`src/rtl/cpu_defs.sv`:
```
// Shared CPU definitions: divider sequencer state encoding and the
// DIV/DIVU funct codes used by the decoder that drives divE/signed_divE.
package cpu_defs;

   typedef enum logic [1:0] {
      IDLE = 2'd0,
      BUSY = 2'd1,
      DONE = 2'd2
   } divState_t;

   localparam logic [5:0] FUNCT_DIV  = 6'b011010;
   localparam logic [5:0] FUNCT_DIVU = 6'b011011;

endpackage

```
`src/rtl/div_step.sv`:
```
// One radix-2 restoring division iteration, purely combinational.
module div_step #(
   parameter int WIDTH = 32
) (
   input  logic [WIDTH-1:0] rem,
   input  logic [WIDTH-1:0] quo,
   input  logic [WIDTH-1:0] divisor,
   output logic [WIDTH-1:0] remNext,
   output logic [WIDTH-1:0] quoNext
);

   logic [WIDTH:0] shifted;
   logic [WIDTH:0] trial;
   logic           borrow;

   // One extra bit keeps the shifted remainder exact; the MSB of the
   // difference is the borrow.
   assign shifted = {rem, quo[WIDTH-1]};
   assign trial   = shifted - {1'b0, divisor};
   assign borrow  = trial[WIDTH];

   assign remNext = borrow ? shifted[WIDTH-1:0] : trial[WIDTH-1:0];
   assign quoNext = {quo[WIDTH-2:0], ~borrow};

endmodule

```
`src/rtl/div_ctrl.sv`:
```
// Execute-stage sequencer for the iterative DIV/DIVU unit: stalls the pipe
// while iterating, applies sign fixup, abandons work on flush.
module div_ctrl
   import cpu_defs::*;
#(
   parameter int WIDTH = 32,
   parameter int CNT_W = 6
) (
   input  logic             clk,
   input  logic             rst,
   input  logic             divE,
   input  logic             signed_divE,
   input  logic [WIDTH-1:0] srcaE,
   input  logic [WIDTH-1:0] srcbE,
   input  logic             flushE,
   input  logic             stall_extE,
   output logic             stall_divE,
   output logic             div_validE,
   output logic [WIDTH-1:0] div_hiE,
   output logic [WIDTH-1:0] div_loE
);

   divState_t        state, stateNext;
   logic [CNT_W-1:0] cnt;
   logic [WIDTH-1:0] rem, quo, divisor;
   logic [WIDTH-1:0] remNext, quoNext;
   logic [WIDTH-1:0] hiReg, loReg;
   logic             signQ, signR;
   logic             aNeg, bNeg;
   logic             start, lastStep;

   assign aNeg     = signed_divE & srcaE[WIDTH-1];
   assign bNeg     = signed_divE & srcbE[WIDTH-1];
   assign start    = (state == IDLE) & divE & ~flushE;
   assign lastStep = (state == BUSY) & (cnt == CNT_W'(WIDTH-1));

   div_step #(.WIDTH(WIDTH)) u_step (
      .rem     (rem),
      .quo     (quo),
      .divisor (divisor),
      .remNext (remNext),
      .quoNext (quoNext)
   );

   always_ff @(posedge clk) begin
      if (rst) state <= IDLE;
      else     state <= stateNext;
   end

   always_comb begin
      stateNext = state;
      case (state)
         IDLE:    if (start) stateNext = BUSY;
         BUSY:    if (flushE) stateNext = IDLE;
                  else if (lastStep) stateNext = DONE;
         // Holding DONE under an external stall keeps the lingering divE
         // from being seen as a fresh request.
         DONE:    if (flushE || !stall_extE) stateNext = IDLE;
         default: stateNext = IDLE;
      endcase
   end

   always_comb begin
      stall_divE = 1'b0;
      div_validE = 1'b0;
      case (state)
         IDLE:    stall_divE = start;
         BUSY:    stall_divE = ~flushE;
         DONE:    div_validE = ~flushE;
         default: ;
      endcase
   end

   always_ff @(posedge clk) begin
      if (rst) begin
         cnt     <= '0;
         rem     <= '0;
         quo     <= '0;
         divisor <= '0;
         signQ   <= 1'b0;
         signR   <= 1'b0;
         hiReg   <= '0;
         loReg   <= '0;
      end else if (start) begin
         cnt     <= '0;
         rem     <= '0;
         quo     <= aNeg ? -srcaE : srcaE;
         divisor <= bNeg ? -srcbE : srcbE;
         signQ   <= aNeg ^ bNeg;
         signR   <= aNeg;
      end else if (state == BUSY && !flushE) begin
         cnt <= cnt + 1'b1;
         rem <= remNext;
         quo <= quoNext;
         if (lastStep) begin
            loReg <= signQ ? -quoNext : quoNext;
            hiReg <= signR ? -remNext : remNext;
         end
      end
   end

   assign div_hiE = hiReg;
   assign div_loE = loReg;

endmodule

```
`config.mk`:
```
export PLATFORM = sky130hd
export DESIGN_NAME = div_ctrl
export DESIGN_NICKNAME = d
export VERILOG_FILES = /design/src/rtl/cpu_defs.sv /design/src/rtl/div_step.sv /design/src/rtl/div_ctrl.sv
export SDC_FILE = /design/constraint.sdc
export NUM_CORES = 1
export LEC_CHECK = 0
export CELL_PAD_IN_SITES_DETAIL_PLACEMENT = 1
export CELL_PAD_IN_SITES_GLOBAL_PLACEMENT = 1
export CORE_ASPECT_RATIO = 1.4
export CORE_MARGIN = 5
export CORE_UTILIZATION = 42
export CTS_CLUSTER_DIAMETER = 30
export CTS_CLUSTER_SIZE = 28
export DETAILED_ROUTE_END_ITERATION = 16
export HOLD_SLACK_MARGIN = 0.08
export PLACE_DENSITY = 0.79
export SLEW_MARGIN = 20
export SYNTH_ARGS = -nofsm -noshare
export SYNTH_HDL_FRONTEND = slang
export SYNTH_SLANG_ARGS = --single-unit
```
`constraint.sdc`:
```
create_clock -name clk -period 6.2 [get_ports clk]
set_input_delay 1.86 -clock clk [delete_from_list [all_inputs] [get_ports clk]]
set_output_delay 1.86 -clock clk [all_outputs]
set_load 0.05 [all_outputs]
```
[Word-level counts from Yosys, hierarchy flattened]
Cells that the tools add are included.
Word-level totals
  register bits: 170
  output and inout port bits: 66
Cells by class
  equal/unequal tests: 6
  bitwise operators: 9
  muxes and demuxes: 14
  add/sub/neg operators: 6
  reduce and logical (&&, ||, !) cells: 9
Operators with widths (count)
  32-bit two-way mux: 7
  32-bit negation: 4
  33-bit by 32-bit subtractor with 33-bit output: 1
  2-bit two-way mux: 4
  6-bit by 1-bit adder with 6-bit output, second input constant: 1
  6-bit by 5-bit == test with 1-bit output, second input constant: 1
  2-bit one-hot mux with 3 select lines: 1
  3-bit AND reduction: 2
  1-bit AND: 5
  2-bit inequality test, second input constant: 2
  3-bit inequality test, second input constant: 1
  1-bit NOT: 3
  2-bit by 1-bit == test with 1-bit output, second input constant: 1
  2-bit == test, second input constant: 1
  1-bit zero test: 2
  2-bit zero test: 1
  1-bit one-hot mux with 2 select lines: 1
  2-bit nonzero test: 1
  2-bit OR reduction: 1
  1-bit logical AND: 1
  1-bit logical OR: 1
  1-bit two-way mux: 1
  1-bit bitwise XOR: 1

[Depth between registers and ports, before layout]
Gate-level depths: netlist of run 1.
  depth in word-level cells: 5
  mapped depth: 24

[Cells and area by module]
A second synthesis of run 1 with hierarchy kept.
Second synthesis, totals
  cells, all modules: 1471
  area total of the unflattened synthesis: 11602.4 sq um
Modules (own cells, without submodules)
  div_ctrl: area each 9052.4 sq um, times used 1, cells each 1131
  div_step: area each 2549.9 sq um, times used 1, cells each 340

[Worst setup path before layout of run 1]
No wires, ideal clock.
  kind: input to output
  start point: input flushE
  end point: output stall_divE
  path slack: 1.300 ns
  stages: 5
  arrival: 3.040 ns
  required time: 4.340 ns
  cells stage by stage: nor3b_1 clkbuf_1 nor2_1 clkbuf_1 inv_1
On the way
  word-level cells in the longest chain between the ends: 3
Ends and longest elaborated chain
  from (decl): RTL line div_ctrl.sv:15  | input logic flushE,
  1-bit NOT *: RTL line div_ctrl.sv:34, div_ctrl.sv:68
  1-bit AND: RTL line div_ctrl.sv:34  | assign start = (state == IDLE) & divE & ~flushE;
  1-bit one-hot mux with 2 select lines *: RTL line div_ctrl.sv:66  | case (state)
  to (decl): RTL line div_ctrl.sv:17  | output logic stall_divE,
Every way passes the cells marked *; elsewhere a longest branch is shown, timed or not.

[Worst setup path after layout of run 1]
  start point: register quo[31]
  end point: register loReg[30], in the netlist div_loE[30]
On the way
  word-level cells in the longest chain between the ends: 4
Ends and longest elaborated chain
  from (decl): RTL line div_ctrl.sv:25  | logic [WIDTH-1:0] rem, quo, divisor;
  from (signal assigned): RTL line div_ctrl.sv:87  | quo <= aNeg ? -srcaE : srcaE;
  from (signal assigned): RTL line div_ctrl.sv:94  | quo <= quoNext;
  33-bit by 32-bit subtractor with 33-bit output: RTL line div_step.sv:19  | assign trial = shifted - {1'b0, divisor};
  1-bit NOT: RTL line div_step.sv:23  | assign quoNext = {quo[WIDTH-2:0], ~borrow};
  32-bit negation: RTL line div_ctrl.sv:96  | loReg <= signQ ? -quoNext : quoNext;
  32-bit two-way mux: RTL line div_ctrl.sv:96
  to (signal assigned): RTL line div_ctrl.sv:96
  to (decl): RTL line div_ctrl.sv:27  | logic [WIDTH-1:0] hiReg, loReg;
Every way passes these cells.
A chain may end at the register's enable or synchronous reset.

==> results of run 1 <==
==> cells by family after synthesis <==
group	count (synthesis)	share of synthesized area (%)
flops	170	29.1
mux	25	2.16
buf+inv	152	5.36
fa+ha+maj	38	4.13
compound gates	458	27.0
simple gates	549	22.4
xor+xnor	132	9.88
==> worst max-delay path, stage by stage, from the launching register on <==
cell and delay (ns):
dfxtp_1 0.38, inv_1 0.06, ha_1 0.23, fa_1 0.40, nand2b_1 0.19, a21o_1 0.22, a211oi_2 0.36, o31ai_2 0.13
a21oi_2 0.68, nor2_4 0.08, inv_2 0.38, ha_1 0.28, nand3_1 0.15, or3_1 0.50, or3_1 0.42, nand2b_1 0.20
o31ai_1 0.30, xnor2_1 0.16, nand2_1 0.07, a21oi_1 0.15
==> per-stage QoR <==
step | instance area (µm²) | setup slack (ns) | util, % | instances
finish | 13800 | 0.768 | 50.0 | 1976
global route | 13800 | 0.433 | 50.0 | 1976
CTS | 13800 | 0.809 | 50.0 | 1976
detailed placement | 13200 | 0.843 | 47.9 | 1944
global placement | 13200 | 0.912 | 47.9 | 1944
floorplan | 11700 | 1.30 | - | 1524
==> layer usage <==
layer | vias to the layer above | part of all wire [%]
met3 | 97 | 2.9
met4 | 0 | 5.1
met2 | 243 | 54
met5 | - | 0
li1 | 5651 | -
met1 | 5660 | 38
==> cells in the mapped netlist, types with 31 or more instances <==
library cell,number
o21ai_0,61
xnor2_1,56
a21oi_1,124
ha_1,37
xor2_1,76
nor2_1,181
a22oi_1,31
a211oi_1,76
clkbuf_1,67
dfxtp_1,170
inv_1,53
nand2_1,171
==> cell type report <==
cell class	count	area (µm²)	share of cell area, %
clock buffers	17	425	3.09
clock inverters	15	134	0.972
inverters	55	206	1.50
multi-input cells	1202	7690	55.8
flip-flops and latches	170	3400	24.7
well taps	370	463	3.36
repair buffers	147	1450	10.5
==> sequential cells by signal (all words and copies together), names as in the netlist <==
register,count
div_hiE,32
div_loE,32
divisor,32
quo,32
rem,32
cnt,6
state,2
signQ,1
signR,1
==> how the worst max path moves through the flow <==
stage	start	end	slack (ns)	cells after the start
after floorplan	flushE	stall_divE	1.30	5
after global placement	flushE	div_validE	0.91	4
after detailed placement	quo[31]	div_loE[30]	0.84	19
after CTS	quo[31]	div_loE[30]	0.81	19
after global routing	quo[31]	div_loE[30]	0.43	19
final	quo[31]	div_loE[30]	0.77	19
==> power by group through the flow <==
stage	clock [W]	combinational, W	sequential [W]
after global routing	0.00111	0.00114	0.00117
after CTS	0.00106	0.00105	0.00117
final	0.00104	0.00105	0.00117
after global placement	0	0.00102	0.00119
after floorplan	0	0.000727	0.00117
after detailed placement	0	0.00104	0.00119
==> reports/metrics.cfg, run 1 <==
[outcome]
status=completed

[pwr]
powerDensity_mw_per_mm2=237
ir_drop_mv=0.210
p_clk_share_pct=31.9
seqPwrFrac_pct=35.8
leakagePower_nw=4.89
total_power_w=0.00326
p_int_w=0.00203
switching_share_pct=37.8
switching_power_w=0.00123
combPwrFrac_pct=32.3

[floorplan]
die_x_um=151
start_util_pct=42.5
ioPinCount=136
rows=72
core_mm2=0.0276
die_h_um=208
die_area_mm2=0.0314

[setup_path]
r2r_slack_ns=0.77
critPathLaunchType=register
cp-end-kind=register
timing.rr.end=div_loE[30]
r2r_cells=19
crit_type=reg2reg
crit_arrival_ns=5.80
cp.required_ns=6.56
r2r_start=quo[31]
worst-path-max-fanout=25

[placed_design]
hpwl_um=31000
io_buffer_count=135
place_congestion=0.919

[detailed_routing]
drtPass1Iterations=5
viasPerCell=5.90
drt_wl_total_um=40400
drc_errors=0
vias=11700
wire_per_inst_um=20.5
ant_nets=0
drtIter0Drc=526

[yosys]
ys_warn_count=0
netlist.area_leader.share_pct=29.1
synth-seq-cells=170
synth_edf_count=0
async_flop_share_pct=0
yosys.area.top_type=dfxtp_1
yosysSeqAreaShare_pct=29.1
syn_nets=1632
synth_cell_type_count=88
synthCells=1524
synth_area_leaders=dfxtp_1 29%, nor2_1 5.8%, xor2_1 5.7%, nand2_1 5.5%, a21oi_1 5.3%
netlist_area_mm2=0.0117
avgSynthCellArea_um2=7.68
synthFlopType=dfxtp_1

[hold_path]
hold_start=div_hiE[9]
hp-class=reg2reg
holdPathEnd=div_hiE[9]
min_path_cells=2

[cts]
cts_sinks=170
cts_setup_buffers=0
clk_pin_slew_ns=0.08
clockBufferDepth=2
cts_resized=0
holdBufCountCts=0
clk_latency_ns=0.45
cts_buffers=17
htreeDepth=4
cts_tree=built
ctsRootBufferMaster=clkbuf_16

[finish]
layout_commonest_cell=nor2_1
nNetsFinal=1701
num_antenna_cells=0
fill_cells=3455
layout_common_cells=180 x nor2_1, 171 x nand2_1, 169 x dfxtp_1, 133 x clkdlybuf4s50_1, 124 x a21oi_1
syn_to_final_growth_pct=17.7
drive_gt1_share_pct=5.98

[sta]
clock.fmax_mhz=184
setup_violations=0
grt_setup_unrepaired=no
slew_headroom_pct=19.4
tns_ns=0
hold_violations=0
timing.hold.ws_ns=0.452
final_max_slew_viol_count=0
post-route-period-util_pct=87.6
skew_ns=0.0135
tightest_slew_ns=1.20
fin_crit_ns=5.43

[global_route]
grt_pass1_vias=12200
antenna_found_initial=0
met3_usage_pct=3.60
use_met1_pct=27.0
grt_pass1_wl_um=64300
grt-ovfl-total=0
use_met2_pct=48.0
grt_max_degree=99
grt_use_total_pct=25.7
busiest_layer=met2

[job]
drv_cap=0

(Power assumes the default switching activity.)
==> run 2, diff against run 1 <==
--- a/config.mk
+++ b/config.mk
@@ -6,15 +6,14 @@
 export NUM_CORES = 1
 export LEC_CHECK = 0
 export CELL_PAD_IN_SITES_DETAIL_PLACEMENT = 1
-export CELL_PAD_IN_SITES_GLOBAL_PLACEMENT = 1
+export CELL_PAD_IN_SITES_GLOBAL_PLACEMENT = 2
 export CORE_ASPECT_RATIO = 1.4
 export CORE_MARGIN = 5
-export CORE_UTILIZATION = 42
+export CORE_UTILIZATION = 33
 export CTS_CLUSTER_DIAMETER = 30
-export CTS_CLUSTER_SIZE = 28
 export DETAILED_ROUTE_END_ITERATION = 16
 export HOLD_SLACK_MARGIN = 0.08
-export PLACE_DENSITY = 0.79
+export PLACE_DENSITY_LB_ADDON = 0.1
 export SLEW_MARGIN = 20
 export SYNTH_ARGS = -nofsm -noshare
 export SYNTH_HDL_FRONTEND = slang
==> reports/metrics.cfg, run 2 (synthesis gave the netlist of run 1 again) <==
[outcome]
status=completed

[cts]
cts_tree=built
cts_setup_buffers=0
htreeDepth=4
ctsRootBufferMaster=clkbuf_16
clockBufferDepth=2
clk_pin_slew_ns=0.08
cts_resized=0
cts_buffers=17
holdBufCountCts=0
clk_latency_ns=0.47
cts_sinks=170

[placed_design]
place_congestion=0.881
dp_cells=2033
io_buffer_count=135
hpwl_um=33300
placed_area_mm2=0.0133

[floorplan]
die_h_um=233
ioPinCount=136
rows=81
start_util_pct=33.5
core_mm2=0.0350
die_area_mm2=0.0394
die_x_um=169

[global_route]
antenna_found_initial=0
grt_max_degree=99
grt_use_total_pct=21.7
grt-ovfl-total=0
grt_pass1_wl_um=67500
grt_pass1_vias=12000

[setup_path]
worst-path-max-fanout=4
crit_type=in2out
r2r_start=quo[31]
critPathLaunchType=input port
cp.required_ns=4.34
cp-end-kind=primary output
startpoint=flushE
crit_arrival_ns=3.45

[detailed_routing]
drt_wl_total_um=43000
viasPerCell=5.57
drc_errors=0
drtPass1Iterations=4
ant_nets=0
wire_per_inst_um=20.8
vias=11500
drtIter0Drc=464

[finish]
syn_to_final_growth_pct=19.1
nNetsFinal=1704
stdcell_area_mm2=0.0139
layout_common_cells=180 x nor2_1, 171 x nand2_1, 169 x dfxtp_1, 133 x clkdlybuf4s50_1, 124 x a21oi_1
fill_cells=4281
layout_commonest_cell=nor2_1
num_antenna_cells=0
stdcell_count=2065
final_util_pct=39.9
drive_gt1_share_pct=6.15

[sta]
timing.hold.ws_ns=0.452
post-route-period-util_pct=85.7
final_max_slew_viol_count=0
skew_ns=0.0212
grt_setup_unrepaired=no
clock.fmax_mhz=188
setup_violations=0
fin_crit_ns=5.31
tns_ns=0
hold_violations=0
slew_headroom_pct=27.9
tightest_slew_ns=1.08

[pwr]
ir_drop_mv=0.174
powerDensity_mw_per_mm2=239
leakagePower_nw=4.92

[job]
drv_cap=0

[hold_path]
hp-class=reg2reg
hold_start=div_hiE[10]

-- run 2: layer usage --
layer | up-vias | global-route usage (%) | share of wire (%)
li1 | 5653 | - | -
met1 | 5619 | 23.3 | 40
met2 | 161 | 42.0 | 55
met3 | 67 | 2.92 | 2.0
met4 | 0 | 8.63 | 3.6
met5 | - | 0 | 0
-- run 2: worst max-delay path, stage by stage --
cell and delay (ns):
clkdlybuf4s50_1 0.48, nor2_1 0.14, and2_1 0.16, clkdlybuf4s50_1 0.81
-- run 2: through the flow --
step	setup WS, ns	power, W
floorplan	1.30	0.00190
detailed placement	0.823	0.00226
finish	0.885	0.00333
global route	0.803	0.00350
global placement	0.892	0.00225
CTS	0.875	0.00337
-- run 2: cell type report --
class / instances / area, µm² / area share, %
multi-input cells: 1202 / 7690 / 55.2
clock buffers: 18 / 439 / 3.15
flip-flops and latches: 170 / 3400 / 24.4
well taps: 456 / 571 / 4.09
inverters: 55 / 206 / 1.48
repair buffers: 150 / 1470 / 10.6
clock inverters: 14 / 154 / 1.10
-- run 2: where the power goes --
part	switching, W	internal, W	leakage (nW)
Sequential	0.0000430	0.00112	1.38
Combinational	0.000685	0.000379	3.26
Clock	0.000551	0.000549	0.287
Total	0.00128	0.00205	4.92
-- run 2: final timing paths --
kind	to	slack (ns)	depth (start not counted)
worst min register to register	div_hiE[10]	0.45	2
worst min-delay path	div_hiE[10]	0.45	2
worst max-delay path	div_validE	0.89	4
worst max register to register	div_hiE[24]	1.18	19
